<file path="src/rtl/menu_controlador_pkg.sv">
// menu_controlador_pkg: shared FSM state encoding and action codes for the pet menu.
package menu_controlador_pkg;
    localparam logic [1:0] S_IDLE   = 2'd0;
    localparam logic [1:0] S_BROWSE = 2'd1;
    localparam logic [1:0] S_ISSUE  = 2'd2;
    typedef enum logic [1:0] {
        ACT_FEED  = 2'd0,
        ACT_PLAY  = 2'd1,
        ACT_SLEEP = 2'd2,
        ACT_CLEAN = 2'd3
    } action_e;
endpackage

</file>
<file path="src/rtl/menu_timeout.sv">
// menu_timeout: counts ticks without a press; expired pulses on the tick that reaches the limit.
module menu_timeout #(
    parameter int TIMEOUT_TICKS = 10,
    parameter int TO_W          = 4
) (
    input  logic clk,
    input  logic rst,
    input  logic clear,
    input  logic tick,
    input  logic enable,
    output logic expired
);
    logic [TO_W-1:0] cnt;
    // A press in the same cycle as a tick wins, so clear masks the expiry.
    assign expired = enable & tick & ~clear & (cnt == TO_W'(TIMEOUT_TICKS - 1));
    always_ff @(posedge clk or posedge rst)
        if (rst)
            cnt <= '0;
        else
            cnt <= (clear | ~enable | expired) ? '0 : tick ? cnt + 1'b1 : cnt;
endmodule

</file>
<file path="src/rtl/menu_controlador.sv">
// menu_controlador: turns debounced button pulses into a wrapping menu cursor and a
// single valid/ready action command, closing the menu after an inactivity timeout.
module menu_controlador
    import menu_controlador_pkg::*;
#(
    parameter int N_OPT         = 4,
    parameter int SEL_W         = 2,
    parameter int TIMEOUT_TICKS = 10,
    parameter int TO_W          = 4
) (
    input  logic             clk,
    input  logic             rst,
    input  logic             b_prev,
    input  logic             b_next,
    input  logic             b_ok,
    input  logic             b_back,
    input  logic             tick,
    output logic             menu_active,
    output logic [SEL_W-1:0] menu_sel,
    output logic             action_valid,
    output logic [SEL_W-1:0] action_code,
    input  logic             action_ready
);
    localparam logic [SEL_W-1:0] LAST = SEL_W'(N_OPT - 1);
    logic [1:0]       state;
    logic             press;
    logic             expired;
    logic [SEL_W-1:0] sel_inc;
    logic [SEL_W-1:0] sel_dec;
    assign press   = b_back | b_ok | b_next | b_prev;
    assign sel_inc = (menu_sel == LAST) ? '0 : menu_sel + 1'b1;
    assign sel_dec = (menu_sel == '0) ? LAST : menu_sel - 1'b1;
    menu_timeout #(
        .TIMEOUT_TICKS(TIMEOUT_TICKS),
        .TO_W         (TO_W)
    ) u_timeout (
        .clk    (clk),
        .rst    (rst),
        .clear  (press),
        .tick   (tick),
        .enable (state == S_BROWSE),
        .expired(expired)
    );
    always_ff @(posedge clk or posedge rst) begin
        if (rst) begin
            state        <= S_IDLE;
            menu_active  <= 1'b0;
            menu_sel     <= '0;
            action_valid <= 1'b0;
            action_code  <= '0;
        end else begin
            case (state)
                S_IDLE:
                    if (b_ok | b_next | b_prev) begin
                        state       <= S_BROWSE;
                        menu_active <= 1'b1;
                        menu_sel    <= '0;
                    end
                S_BROWSE:
                    if (b_back | (expired & ~press)) begin
                        state       <= S_IDLE;
                        menu_active <= 1'b0;
                    end else if (b_ok) begin
                        state        <= S_ISSUE;
                        action_valid <= 1'b1;
                        action_code  <= menu_sel;
                    end else if (b_next)
                        menu_sel <= sel_inc;
                    else if (b_prev)
                        menu_sel <= sel_dec;
                // Once issued, the action can only leave through the handshake.
                S_ISSUE:
                    if (action_ready) begin
                        state        <= S_IDLE;
                        menu_active  <= 1'b0;
                        action_valid <= 1'b0;
                    end
                default: begin
                    state        <= S_IDLE;
                    menu_active  <= 1'b0;
                    menu_sel     <= '0;
                    action_valid <= 1'b0;
                    action_code  <= '0;
                end
            endcase
        end
    end
endmodule

</file>
<file path="config.mk">
export PLATFORM = sky130hd
export DESIGN_NAME = menu_controlador
export DESIGN_NICKNAME = d
export VERILOG_FILES = /design/src/rtl/menu_controlador_pkg.sv /design/src/rtl/menu_timeout.sv /design/src/rtl/menu_controlador.sv
export SDC_FILE = /design/constraint.sdc
export NUM_CORES = 1
export LEC_CHECK = 0
export ABC_CLOCK_PERIOD_IN_PS = 1100
export BUFFER_PORTS_ARGS = -buffer_cell sky130_fd_sc_hd__clkbuf_2
export CAP_MARGIN = 20
export CORE_UTILIZATION = 38
export CTS_BUF_LIST = sky130_fd_sc_hd__clkbuf_16
export CTS_CLUSTER_SIZE = 30
export DETAILED_ROUTE_END_ITERATION = 8
export GPL_ROUTABILITY_DRIVEN = 0
export PLACE_DENSITY = 0.61
export RECOVER_POWER = 25
export SYNTH_ARGS = -nofsm -noshare
export SYNTH_HDL_FRONTEND = slang
export SYNTH_SLANG_ARGS = --single-unit
</file>
<file path="constraint.sdc">
create_clock -name clk -period 1.1 [get_ports clk]
set_input_delay 0.22 -clock clk [delete_from_list [all_inputs] [get_ports clk]]
set_output_delay 0.22 -clock clk [all_outputs]
set_load 0.005 [all_outputs]
</file>
==> impl_metrics.json <==
{
  "synth_cell_types": 31,
  "viasPerCell": 4.88,
  "timing.fmax_ghz": 0.839,
  "critPathTopFamily": "flip-flops",
  "hold_class": "input port to flip-flop",
  "wl_met1_um": 694,
  "drc_errors": 0,
  "area_growth_pct": 35.5,
  "slowest_stage": "dfrtp_1",
  "core_um2": 1710,
  "ir_worst_vdd_mv": 1.31,
  "dp_hpwl_mm": 1.05,
  "postPlaceCellArea_um2": 815,
  "grt_pass1_wl_mm": 2.43,
  "r2r_start": "u_timeout.cnt[0]",
  "row_count": 15,
  "clock_latency_ns": 0.24,
  "startpoint_type": "flip-flop",
  "cts-root-buf": "clkbuf_16",
  "wl_mm": 1.41,
  "synth_area_per_cell_um2": 9.46,
  "seq_area_frac_synth_pct": 43.5,
  "fin_skew_ns": 0.00186,
  "ant_nets": 0,
  "setup_violations": 4,
  "clkTransAtPathRegs_ns": 0.04,
  "worstMarginPinSlew_ns": 0.474,
  "status": "finished, violations left",
  "drtIter0Drc": 23,
  "p_total_mw": 2.06,
  "hold_viol_final": 0,
  "initial_core_util_pct": 40.4,
  "violations": "setup timing",
  "syn-cell-area_um2": 691,
  "hold-path-endpoint": "state[1]",
  "drive_gt1_share_pct": 35.1,
  "wl_per_cell_um": 11.6,
  "synth-seq-cells": 12,
  "met3WireLength_um": 67,
  "end_kind": "flip-flop",
  "antennaDiodeCount": 0,
  "layout.nets": 108,
  "critPathArrivalTime_ns": 1.32,
  "fill_cells": 161,
  "post-route-period-util_pct": 108,
  "slowest_delay_ns": 0.38,
  "r2r_slack_ns": -0.09,
  "vias": 595,
  "syn_nets": 83,
  "die_h_um": 44.6,
  "pin_count": 14,
  "dieArea_um2": 1990,
  "htree_levels": 1,
  "setup_ws_ns": -0.0925,
  "fin_area_um2": 936,
  "critPathKind": "flip-flop to flip-flop",
  "power_leakage_nw": 0.447,
  "fin_crit_ns": 1.19,
  "wl_met2_um": 638,
  "hold_start": "action_ready",
  "drv_cap": 0,
  "required_ns": 1.23,
  "grt_max_degree": 13,
  "yosysWarnings": 0,
  "slew_headroom_pct": 68.4,
  "grt_overflow_total": 0,
  "path_depth": 4,
  "antenna_found_initial": 0,
  "grt_pass1_vias": 575,
  "clockBufferDepth": 2,
  "numPortBuffers": 13,
  "slew_violations": 0,
  "firstDrtPassIters": 4,
  "highest_layer": "met4",
  "hold_depth": 2,
  "fin_cells": 122,
  "cts_tree": "done",
  "cp_max_fo": 3,
  "rsz0062_at_grt": "yes",
  "cts_sinks": 12,
  "place_inst": 116,
  "die_x_um": 44.6,
  "grt_usage_pct": 17.1,
  "synthCells": 73,
  "cts_made_buffers": 3,
  "worst-path-buf-inv": 0,
  "final.setup.tns_ns": -0.246,
  "reg2reg_to": "state[0]",
  "power_density_nw_per_um2": 2200,
  "hold_slack_ns": 0.236,
  "crit_path_cell_trace": "ha_2, nand4b_1, mux2i_1, a221oi_1",
  "worstRegToRegCells": 4
}
## sequential cells by signal, indices dropped and copies added (netlist names)
register	cells
u_timeout.cnt	4
action_code	2
menu_sel	2
state	2
action_valid	1
menu_active	1
## report_power, final
part	total [mW]	internal, mW	switching [mW]
sequential	0.664	0.565	0.0989
clock	0.669	0.479	0.190
combinational	0.723	0.381	0.342
## synth_stat cells
master | n | area share, %
a211oi_1 | 1 | 1.1
a21boi_0 | 1 | 1.1
a21o_1 | 3 | 3.3
a21oi_1 | 4 | 2.9
a21oi_2 | 1 | 1.3
a221oi_1 | 1 | 1.3
a31oi_1 | 1 | 0.91
a32o_1 | 1 | 1.4
and2b_1 | 1 | 1.1
and4b_1 | 1 | 1.4
clkbuf_8 | 2 | 4.0
dfrtp_1 | 12 | 43
ha_1 | 2 | 3.6
inv_1 | 4 | 2.2
mux2i_1 | 1 | 1.4
nand2_1 | 6 | 3.3
nand2b_1 | 1 | 0.91
nand3_1 | 2 | 1.4
nand3b_1 | 1 | 1.1
nand4_1 | 1 | 0.91
nand4b_1 | 1 | 1.3
nor2_1 | 8 | 4.3
nor2_2 | 1 | 0.91
nor2b_4 | 1 | 2.0
nor3_1 | 3 | 2.2
o21ai_0 | 6 | 4.3
o22ai_1 | 1 | 0.91
or2_2 | 1 | 0.91
or2_4 | 1 | 1.3
xnor2_1 | 1 | 1.3
xor2_1 | 2 | 2.5
## layer usage
layer	global-route usage (%)	up-vias
met3	7.35	2
met5	0	-
met2	24.4	16
li1	-	305
met1	22.8	272
met4	6.67	0
## metrics by stage
step | worst slack [ns] | util, %
floorplan | -0.0201 | -
global placement | -0.0507 | 47.7
detailed placement | -0.0980 | 47.7
CTS | -0.101 | 53.8
global route | -0.204 | 54.8
finish | -0.0925 | 54.8
## kinds of logic after synthesis
logic type	share of synthesized area, %
DFF	43.5
buffers and inverters	6.16
adders and majority gates	3.62
xor gates and xnor gates	3.81
AOI/OAI and AO/OA	18.5
muxes	1.45
and+or+nand+nor	23.0
## what timing repair did
action	CTS	global route
setup endpoints to repair	6	10
pin swaps	2	6
hold buffers	1	0
endpoints found under the hold margin	12	0
setup buffers	1	1
resized for setup	4	8
## area by class of cell
class | count | area (um^2) | share of cell area [%]
clock buffers | 3 | 75.1 | 8.02
clock inverters | 1 | 3.75 | 0.401
inverters | 4 | 15.0 | 1.60
multi-input cells | 55 | 367 | 39.2
flip-flops and latches | 12 | 302 | 32.2
well taps | 25 | 31.3 | 3.34
repair buffers | 22 | 143 | 15.2
## worst max path at each step
stage                     startpoint               end  slack, ns
floorplan           u_timeout.cnt[0]          state[0]      -0.02
global placement    u_timeout.cnt[0]  u_timeout.cnt[1]      -0.05
detailed placement  u_timeout.cnt[0]  u_timeout.cnt[1]       -0.1
CTS                 u_timeout.cnt[0]          state[0]      -0.10
global route        u_timeout.cnt[1]  u_timeout.cnt[0]      -0.20
finish              u_timeout.cnt[0]          state[0]      -0.09
## cell usage in the layout, fill, tap and decap left out, types with 2 or more instances in the layout
cell	netlist	layout
a21o_1	3	3
a21oi_1	4	3
a21oi_2	1	2
buf_4	0	4
buf_6	0	3
clkbuf_16	0	3
clkbuf_2	0	13
dfrtp_1	12	11
inv_1	4	4
nand2_1	6	6
nand3_1	2	2
nor2_1	8	6
nor2_2	1	3
nor3_1	3	2
o21ai_0	6	4
o21ai_1	0	2
or2_4	1	2
xor2_1	2	2
Note: power is estimated with default switching activity, not from simulation.
